File: config.mk
export PLATFORM = sky130hd
export DESIGN_NAME = pipe_stage_skid_reg_flat
export DESIGN_NICKNAME = d
export VERILOG_FILES = /design/src/rtl/pipe_stage_skid_reg_if.sv /design/src/rtl/pipe_stage_skid_reg.sv /design/src/flat_wrapper.sv
export SDC_FILE = /design/constraint.sdc
export NUM_CORES = 1
export LEC_CHECK = 0
export CAP_MARGIN = 40
export CORE_ASPECT_RATIO = 0.5
export CORE_MARGIN = 5
export CORE_UTILIZATION = 35
export DETAILED_ROUTE_END_ITERATION = 7
export PLACE_DENSITY = 0.7
export SLEW_MARGIN = 30
export SYNTH_ARGS = -nofsm -noshare
export SYNTH_HDL_FRONTEND = slang
export SYNTH_SLANG_ARGS = --single-unit
File: constraint.sdc
create_clock -name clk -period 3.7 [get_ports clk]
set_input_delay 0.37 -clock clk [delete_from_list [all_inputs] [get_ports clk]]
set_output_delay 0.37 -clock clk [all_outputs]
set_load 0.02 [all_outputs]
File: src/rtl/pipe_stage_skid_reg_if.sv
// Handshake bundle for one pipeline stage with a skid register: upstream
// offer/accept, downstream offer/accept, flush and the stage status outputs.
interface pipe_stage_skid_reg_if #(
   parameter int DATA_W = 128,
   parameter int CTRL_W = 16
);
   logic              flush;
   logic              in_valid;
   logic              in_ready;
   logic [DATA_W-1:0] in_data;
   logic [CTRL_W-1:0] in_ctrl;
   logic              out_valid;
   logic              out_ready;
   logic [DATA_W-1:0] out_data;
   logic [CTRL_W-1:0] out_ctrl;
   logic [1:0]        occupancy;
   logic [15:0]       flush_drops;

   // Stage side: consumes the upstream offer and downstream ready.
   modport slave (
      input  flush, in_valid, in_data, in_ctrl, out_ready,
      output in_ready, out_valid, out_data, out_ctrl, occupancy, flush_drops
   );

   // Driver side: the neighbouring stages (or a bench).
   modport master (
      output flush, in_valid, in_data, in_ctrl, out_ready,
      input  in_ready, out_valid, out_data, out_ctrl, occupancy, flush_drops
   );
endinterface

File: src/rtl/pipe_stage_skid_reg.sv
// Pipeline stage register with a one-entry skid buffer. The main register
// drives the outputs; the skid register catches the entry accepted while the
// downstream stalls, so in_ready depends only on stored state.
module pipe_stage_skid_reg #(
   parameter int                 DATA_W   = 128,
   parameter int                 CTRL_W   = 16,
   parameter logic [CTRL_W-1:0]  CTRL_NOP = '0
) (
   input logic                  clk,
   input logic                  rst,
   pipe_stage_skid_reg_if.slave bus
);

   typedef enum logic [1:0] {
      EMPTY = 2'd0,
      ONE   = 2'd1,
      FULL  = 2'd2
   } state_t;

   state_t            state_q, state_nxt;
   logic [DATA_W-1:0] main_data_p1, main_data_nxt;
   logic [CTRL_W-1:0] main_ctrl_p1, main_ctrl_nxt;
   logic [DATA_W-1:0] skid_data_p0, skid_data_nxt;
   logic [CTRL_W-1:0] skid_ctrl_p0, skid_ctrl_nxt;
   logic [15:0]       drops_q, drops_nxt;
   logic              vld_p1;
   logic              in_fire;
   logic              out_fire;
   logic [2:0]        lost_cnt;

   // Add a small count to the drop counter, pinning at all-ones.
   function automatic logic [15:0] sat_add16(input logic [15:0] a, input logic [2:0] b);
      logic [16:0] s;
      s = {1'b0, a} + {14'b0, b};
      return s[16] ? 16'hFFFF : s[15:0];
   endfunction

   assign vld_p1   = (state_q != EMPTY);
   assign in_fire  = bus.in_valid && (state_q != FULL);
   assign out_fire = vld_p1 && bus.out_ready;

   // Entries lost to a flush: stored ones not leaving this cycle, plus an
   // input that would otherwise have been accepted.
   assign lost_cnt = {1'b0, state_q} - {2'b0, out_fire} + {2'b0, in_fire};

   // Next state and register contents; flush overrides normal transitions.
   always_comb begin
      state_nxt     = state_q;
      main_data_nxt = main_data_p1;
      main_ctrl_nxt = main_ctrl_p1;
      skid_data_nxt = skid_data_p0;
      skid_ctrl_nxt = skid_ctrl_p0;
      drops_nxt     = drops_q;
      if (bus.flush) begin
         state_nxt     = EMPTY;
         main_data_nxt = '0;
         main_ctrl_nxt = CTRL_NOP;
         skid_data_nxt = '0;
         skid_ctrl_nxt = CTRL_NOP;
         drops_nxt     = sat_add16(drops_q, lost_cnt);
      end else begin
         unique case (state_q)
            EMPTY: begin
               if (in_fire) begin
                  state_nxt     = ONE;
                  main_data_nxt = bus.in_data;
                  main_ctrl_nxt = bus.in_ctrl;
               end
            end
            ONE: begin
               if (in_fire && out_fire) begin
                  main_data_nxt = bus.in_data;
                  main_ctrl_nxt = bus.in_ctrl;
               end else if (in_fire) begin
                  state_nxt     = FULL;
                  skid_data_nxt = bus.in_data;
                  skid_ctrl_nxt = bus.in_ctrl;
               end else if (out_fire) begin
                  state_nxt     = EMPTY;
                  main_data_nxt = '0;
                  main_ctrl_nxt = CTRL_NOP;
               end
            end
            FULL: begin
               if (out_fire) begin
                  state_nxt     = ONE;
                  main_data_nxt = skid_data_p0;
                  main_ctrl_nxt = skid_ctrl_p0;
                  skid_data_nxt = '0;
                  skid_ctrl_nxt = CTRL_NOP;
               end
            end
            default: begin
               state_nxt     = EMPTY;
               main_data_nxt = '0;
               main_ctrl_nxt = CTRL_NOP;
               skid_data_nxt = '0;
               skid_ctrl_nxt = CTRL_NOP;
            end
         endcase
      end
   end

   // State, storage and drop counter; reset clears everything to a bubble.
   always_ff @(posedge clk) begin
      if (!rst) begin
         state_q      <= EMPTY;
         main_data_p1 <= '0;
         main_ctrl_p1 <= CTRL_NOP;
         skid_data_p0 <= '0;
         skid_ctrl_p0 <= CTRL_NOP;
         drops_q      <= '0;
      end else begin
         state_q      <= state_nxt;
         main_data_p1 <= main_data_nxt;
         main_ctrl_p1 <= main_ctrl_nxt;
         skid_data_p0 <= skid_data_nxt;
         skid_ctrl_p0 <= skid_ctrl_nxt;
         drops_q      <= drops_nxt;
      end
   end

   // Output stage: everything below is a flop or a decode of the state flop.
   assign bus.in_ready    = (state_q != FULL);
   assign bus.out_valid   = vld_p1;
   assign bus.out_data    = main_data_p1;
   assign bus.out_ctrl    = main_ctrl_p1;
   assign bus.occupancy   = state_q;
   assign bus.flush_drops = drops_q;

endmodule
File: src/flat_wrapper.sv
// flat-port wrapper written by rule: the top's interface ports become plain ports
module pipe_stage_skid_reg_flat 
#(
   parameter int                 DATA_W   = 128,
   parameter int                 CTRL_W   = 16,
   parameter logic [CTRL_W-1:0]  CTRL_NOP = '0
)
  (clk, rst, bus_flush, bus_in_valid, bus_in_data, bus_in_ctrl, bus_out_ready, bus_in_ready, bus_out_valid, bus_out_data, bus_out_ctrl, bus_occupancy, bus_flush_drops);
  pipe_stage_skid_reg_if #(.DATA_W(DATA_W), .CTRL_W(CTRL_W)) bus_i ();
  input logic clk;
  input logic rst;
  input wire logic [$bits(bus_i.flush)-1:0] bus_flush;
  input wire logic [$bits(bus_i.in_valid)-1:0] bus_in_valid;
  input wire logic [$bits(bus_i.in_data)-1:0] bus_in_data;
  input wire logic [$bits(bus_i.in_ctrl)-1:0] bus_in_ctrl;
  input wire logic [$bits(bus_i.out_ready)-1:0] bus_out_ready;
  output wire logic [$bits(bus_i.in_ready)-1:0] bus_in_ready;
  output wire logic [$bits(bus_i.out_valid)-1:0] bus_out_valid;
  output wire logic [$bits(bus_i.out_data)-1:0] bus_out_data;
  output wire logic [$bits(bus_i.out_ctrl)-1:0] bus_out_ctrl;
  output wire logic [$bits(bus_i.occupancy)-1:0] bus_occupancy;
  output wire logic [$bits(bus_i.flush_drops)-1:0] bus_flush_drops;
  assign bus_i.flush = bus_flush;
  assign bus_i.in_valid = bus_in_valid;
  assign bus_i.in_data = bus_in_data;
  assign bus_i.in_ctrl = bus_in_ctrl;
  assign bus_i.out_ready = bus_out_ready;
  assign bus_in_ready = bus_i.in_ready;
  assign bus_out_valid = bus_i.out_valid;
  assign bus_out_data = bus_i.out_data;
  assign bus_out_ctrl = bus_i.out_ctrl;
  assign bus_occupancy = bus_i.occupancy;
  assign bus_flush_drops = bus_i.flush_drops;
  pipe_stage_skid_reg #(.DATA_W(DATA_W), .CTRL_W(CTRL_W), .CTRL_NOP(CTRL_NOP)) u_core (.clk(clk), .rst(rst), .bus(bus_i));
endmodule
# Word-level counts from Yosys, hierarchy flattened
# Index checks and enable logic that the tools add are counted.
classes:
  addsub: 3
  n_eq_ne: 10
  muxes: 23
  bitwise_logic: 2
  reduce_logical: 9
ops:
  columns: ["operator", "count"]
  rows:
  - ["two-way mux 128 bit", 6]
  - ["one-hot mux 128 bit (3 select lines)", 2]
  - ["two-way mux 16 bit", 7]
  - ["one-hot mux 16 bit (3 select lines)", 2]
  - ["adder 16 x 3 -> 17 bit", 1]
  - ["AND reduction 4 bit", 3]
  - ["two-way mux 2 bit", 5]
  - ["!= test 2 x 1 -> 1 bit (second input constant)", 3]
  - ["!= test 3 x 1 -> 1 bit (second input constant)", 2]
  - ["one-hot mux 2 bit (3 select lines)", 1]
  - ["!= test 2 bit (second input constant)", 2]
  - ["adder 3 x 1 -> 3 bit", 1]
  - ["logical AND 1 bit", 3]
  - ["!= test 3 bit (second input constant)", 1]
  - ["subtractor 2 x 1 -> 3 bit", 1]
  - ["== test 2 x 1 -> 1 bit (second input constant)", 1]
  - ["== test 2 bit (second input constant)", 1]
  - ["logical NOT 2 bit", 1]
  - ["inverter 1 bit", 2]
  - ["nonzero test 2 bit", 1]
  - ["OR reduction 2 bit", 1]
word_totals:
  ff_bits: 306
  output_inout_bits: 164
  elab_cells: 53

# Depth between registers and ports, before layout
depth:
  depth_word: 6
  mapped_depth: 14

# Least setup slack after synthesis
# Ideal clock, no wire load.
synth_timing:
  path_type: "reg-to-reg"
  from: "reg u_core.state_q[1], in the netlist u_core.bus.occupancy[1]"
  to: "reg u_core.drops_q[14], in the netlist u_core.bus.flush_drops[14]"
  arrival_time_ns: 3.485
  setup_slack_ns: 0.142
  stages_incl_launch_ff: 15
  period_less_slack_ns: 3.558
  cell_sequence: "dfxtp_1 -> buf_4 -> nor2b_2 -> buf_2 -> buf_2 -> inv_2 -> and2_1 -> ha_1 -> fa_1 -> inv_1 -> fa_1 -> nand2b_1 -> a2111o_1 -> mux2_4 -> o211ai_2"
synth_via:
  elab_cells_between_ends: 8
  classes_between: "3 x add/sub; 1 x eq/ne; 1 x mux; 3 x reduce/logical"
synth_rtl:
  columns: ["item", "line_no", "rtl"]
  rows:
  - ["from (decl)", "pipe_stage_skid_reg.sv:20", "state_t state_q, state_nxt;"]
  - ["from (signal assigned)", "pipe_stage_skid_reg.sv:114", "state_q <= state_nxt;"]
  - ["!= test 2 bit", null, null]
  - ["net bus_in_ready", "flat_wrapper.sv:17", "output wire logic [$bits(bus_i.in_ready)-1:0] bus_in_ready;"]
  - ["logical AND 1 bit", "pipe_stage_skid_reg.sv:39", "assign in_fire = bus.in_valid && (state_q != FULL);"]
  - ["adder 3 x 1 -> 3 bit", "pipe_stage_skid_reg.sv:44", "assign lost_cnt = {1'b0, state_q} - {2'b0, out_fire} + {2'b0, in_fire};"]
  - ["adder 16 x 3 -> 17 bit", "pipe_stage_skid_reg.sv:34", "s = {1'b0, a} + {14'b0, b};"]
  - ["two-way mux 16 bit", "pipe_stage_skid_reg.sv:35", "return s[16] ? 16'hFFFF : s[15:0];"]
  - ["to (signal assigned)", "pipe_stage_skid_reg.sv:119", "drops_q <= drops_nxt;"]
  - ["to (decl)", "pipe_stage_skid_reg.sv:25", "logic [15:0] drops_q, drops_nxt;"]
# The timed path passes the listed nets, and every way through them passes these cells.
# A chain may end at the register's enable or synchronous reset.

# Worst setup path in the final report
layout_timing:
  from: "reg u_core.state_q[0], in the netlist u_core.bus.occupancy[0]"
  to: "reg u_core.drops_q[14], in the netlist u_core.bus.flush_drops[14]"
layout_via:
  elab_chain_len: 6
  elab_cells_between_ends: 8
  classes_between: "3 x add/sub; 1 x eq/ne; 1 x mux; 3 x reduce/logical"
layout_lines:
  columns: ["item", "line_no", "rtl"]
  rows:
  - ["nonzero test 2 bit", "pipe_stage_skid_reg.sv:38", "assign vld_p1 = (state_q != EMPTY);"]
  - ["logical AND 1 bit", "pipe_stage_skid_reg.sv:40", "assign out_fire = vld_p1 && bus.out_ready;"]
  - ["subtractor 2 x 1 -> 3 bit", "pipe_stage_skid_reg.sv:44", null]
  - ["adder 3 x 1 -> 3 bit *", "pipe_stage_skid_reg.sv:44", null]
  - ["adder 16 x 3 -> 17 bit *", "pipe_stage_skid_reg.sv:34", null]
  - ["two-way mux 16 bit *", "pipe_stage_skid_reg.sv:35", null]
# Mark *: on every way between the ends. The rest lies on a longest branch, timed or not.

==> results.md <==
- VDD IR max: roughly 0.00036 V
- Total GRT Usage: a little under a fifth
- Mapped Area: 13,200 sq um
- Pin count of the biggest net entering global routing: 87
- Hold Path Class: in -> reg
- Total Neg Setup Slack: 0 ps
- Synth Area in Compound Gates: between 15 and 20%
- Die W: between 200 and 300 um
- Cell taking the most area after synthesis: dfxtp_1
- Setup slack, reg-to-reg: 540 ps
- Post_cts resized: 0
- Hold Crit Endpoint: u_core.bus.occupancy[1]$_SDFFE_PP0P_
- Async S/R FF share, synth: 0%
- Avg WL per Cell: ~19 um
- CTS root buf: clkbuf_16
- DRC viols: 7
- HP Start: bus_out_ready
- Final Max Slew Viols: 0
- Vias in the first global route: around 11,000
- RSZ-0062 raised after global routing: false
- Crit end category: register
- 1st-iter DRT viols: between 1,000 and 1,500
- PwrDens: approximately 440 nW/um^2
- Switching share of power: between 20% and 30%
- CTS Buffer Depth: 3
- Mapped Avg Cell Area: roughly 9.6 sq um
- Routed WL: 40.8 mm
- Initial antenna violation count: 7
- Sink Count: between 300 and 400
- Clk slew on worst S/H paths: 60 ps
- Max frequency: around 0.32 GHz
- Primary FF master, synth: dfxtp_1
- Data arrival time of the worst path: around 3600 ps
- Crit path required time: approximately 4200 ps
- Drt pass-1 iters: 8
- GRT overflow: 0
- Die height: approximately 150 um
- Layout cell share with drive strength beyond 1: 5.81%
- Failing checks: design-rule violations
- Final Cycle Share: a little under nine tenths
- Crit path max fanout: 13
- Rel. slew slack: 43.6%
- Gate power share: 12.8%
- Detailed Place HPWL: 25.4 mm
- Setup violators final: 0
- Cts hold-fix bufs: 0
- CTS tree: built
- NetSw: between 1.5 and 2 mW
- Adder-cell share of the synthesized area: less than 1%
- Clock Power Share: 42.9%
- Post-synth EDFFs: 0
- Die Area: roughly 42,000 sq um
- Reg2reg start: u_core.bus.occupancy[0]$_SDFFE_PP0P_
- Syn. warnings: 0
- Seq/Total Area, Yosys: 46.6%
- Post-synth top area share: between 40 and 50%
- Worst-Margin Slew: around 850 ps
- Reg-to-Reg End: u_core.bus.flush_drops[14]$_SDFFE_PN0P_
- Cts bufs inserted: 30
- Synth area leaders: dfxtp_1, mux2i_1, nor2_1
- R2R depth: 11
- Hold Violations, Final: 0
- Setup Crit Path Kind: reg -> reg
- Ports: between 300 and 400
- Syn_nets: approximately 1,500
- ANT nets after route: 0
- Gate Count Post-Synth: about 1,400
- Seq cells post-synth: approximately 310
- Multiplexer share of the synthesized area: 11.1%
- Xor/xnor share of the synthesized area: 0.466%
- Unique masters post-synth: 57
- P_leak: 6.13 nW
- Core Rows: 50
- Int Power: a little under 6 mW
- Outcome: finished with violations
- Vias per cell: 5.32
- # Max-Cap Violations: 0
- Fin crit period: ~3200 ps
- Simple logic cell fraction of the synthesized area: between 10% and 20%
- Wire length of the first global-routing pass: 63.4 mm
- Design area: 17,600 sq um
- Skew final: about 10 ps
- Layout Area Growth over Synthesis: 33.8%
- Hold Crit Depth: 2
- Starting Density: between 30% and 40%
- Reg power frac: roughly 44%
- Cell Area, Placed: about 17,000 sq um
- Main combinational cell family by area after synthesis: compound AO/OA/AOI/OAI gates
- PortBufs: roughly 310
- Vias: between 10,000 and 15,000
- Setup bufs post-CTS: 0
- Startpoint Class: register
- GPL Wtd Cong: ~0.80
- Core area: about 37,000 sq um
- Later-pin clock latency in the skew report: around 560 ps
- Final nets: 1,754
- Htree depth: 1
[synth_stat cells, types with 8 or more instances]
cell / number
a222oi_1: 60
a22oi_1: 84
a32o_1: 84
and2_1: 146
buf_2: 25
buf_4: 16
buf_6: 16
clkbuf_1: 76
dfxtp_1: 306
inv_1: 8
mux2i_1: 144
nand2_1: 8
nand3_1: 9
nor2_1: 296
o21ai_0: 11
[cells in the final DEF (no fill, tap or decap), types with 7 or more instances in the layout]
master,count
a222oi_1,60
a22oi_1,84
a32o_1,84
and2_1,146
buf_12,9
buf_4,13
clkbuf_16,31
clkdlybuf4s50_1,312
dfxtp_1,306
diode_2,7
inv_1,8
mux2i_1,144
nand2_1,8
nand3_1,9
nor2_1,295
o21ai_0,11
[layer usage]
layer,routed length [um],up-vias,GRT usage (%)
met2,21000,258,32.4
met3,1470,87,2.43
met5,0,-,0
met1,17000,5534,22.8
met4,1440,0,7.70
li1,-,5399,-
[per-stage QoR]
stage,power (mW),util [%],hold WS [ps],instances,setup WS (ps)
final,7.66,47.3,418,2120,544
after CTS,7.75,47.3,399,2113,542
after floorplan,4.03,-,459,1364,142
after global placement,4.45,44.4,473,2060,276
after global routing,7.96,47.3,414,2120,273
after detailed placement,4.46,44.5,481,2061,231
[how the worst max path moves through the flow]
stage	from	to	slack, ps
global route	u_core.bus.occupancy[0]$_SDFFE_PP0P_	u_core.bus.flush_drops[12]$_SDFFE_PN0P_	270
floorplan	u_core.bus.occupancy[1]$_SDFFE_PP0P_	u_core.bus.flush_drops[14]$_SDFFE_PN0P_	140
detailed placement	bus_out_ready	u_core.bus.flush_drops[14]$_SDFFE_PN0P_	230
CTS	u_core.bus.occupancy[0]$_SDFFE_PP0P_	u_core.bus.flush_drops[14]$_SDFFE_PN0P_	540
global placement	bus_out_ready	u_core.bus.flush_drops[14]$_SDFFE_PN0P_	280
finish	u_core.bus.occupancy[0]$_SDFFE_PP0P_	u_core.bus.flush_drops[14]$_SDFFE_PN0P_	540
[power by group through the flow]
stage | clock network (mW) | logic (mW) | registers (mW)
4_1_cts | 3.37 | 0.988 | 3.40
3_3_place_gp | 0 | 0.977 | 3.47
5_1_grt | 3.51 | 1.05 | 3.40
3_5_place_dp | 0 | 0.983 | 3.47
2_1_floorplan | 0 | 0.493 | 3.54
6_report | 3.28 | 0.979 | 3.40
[flip-flops by register name, indices dropped and copies added (netlist names)]
register	cells
u_core.bus.occupancy	2
u_core.skid_ctrl_p0	16
u_core.skid_data_p0	128
u_core.bus.out_data	128
u_core.bus.flush_drops	16
u_core.bus.out_ctrl	16
[final cells by class]
class,instances,area (sq um)
fill,3474,19600
clock buffer,37,828
antenna,7,17.5
multi-input combinational,913,6340
tap,494,618
inverter,12,45.0
clock inverter,15,216
timing repair buffer,336,3420
sequential,306,6130
[worst max-delay path, stage by stage (launching register included)]
cell and delay [ps]:
dfxtp_1 630, nor2_4 80, inv_2 120, nand2_1 70, ha_1 210, fa_1 510, inv_1 60, fa_1 430
nand2b_1 200, a2111o_1 420, mux2_4 280, o211ai_2 60
[kinds of logic after synthesis]
| logic type | Yosys count |
|---|---|
| AO/OA/AOI/OAI | 267 |
| XOR/XNOR | 7 |
| adder cells (fa/ha/maj) | 6 |
| buffers and inverters | 145 |
| flip-flops | 306 |
| multiplexers | 145 |
| AND/OR/NAND/NOR | 488 |
(Power assumes the default switching activity.)
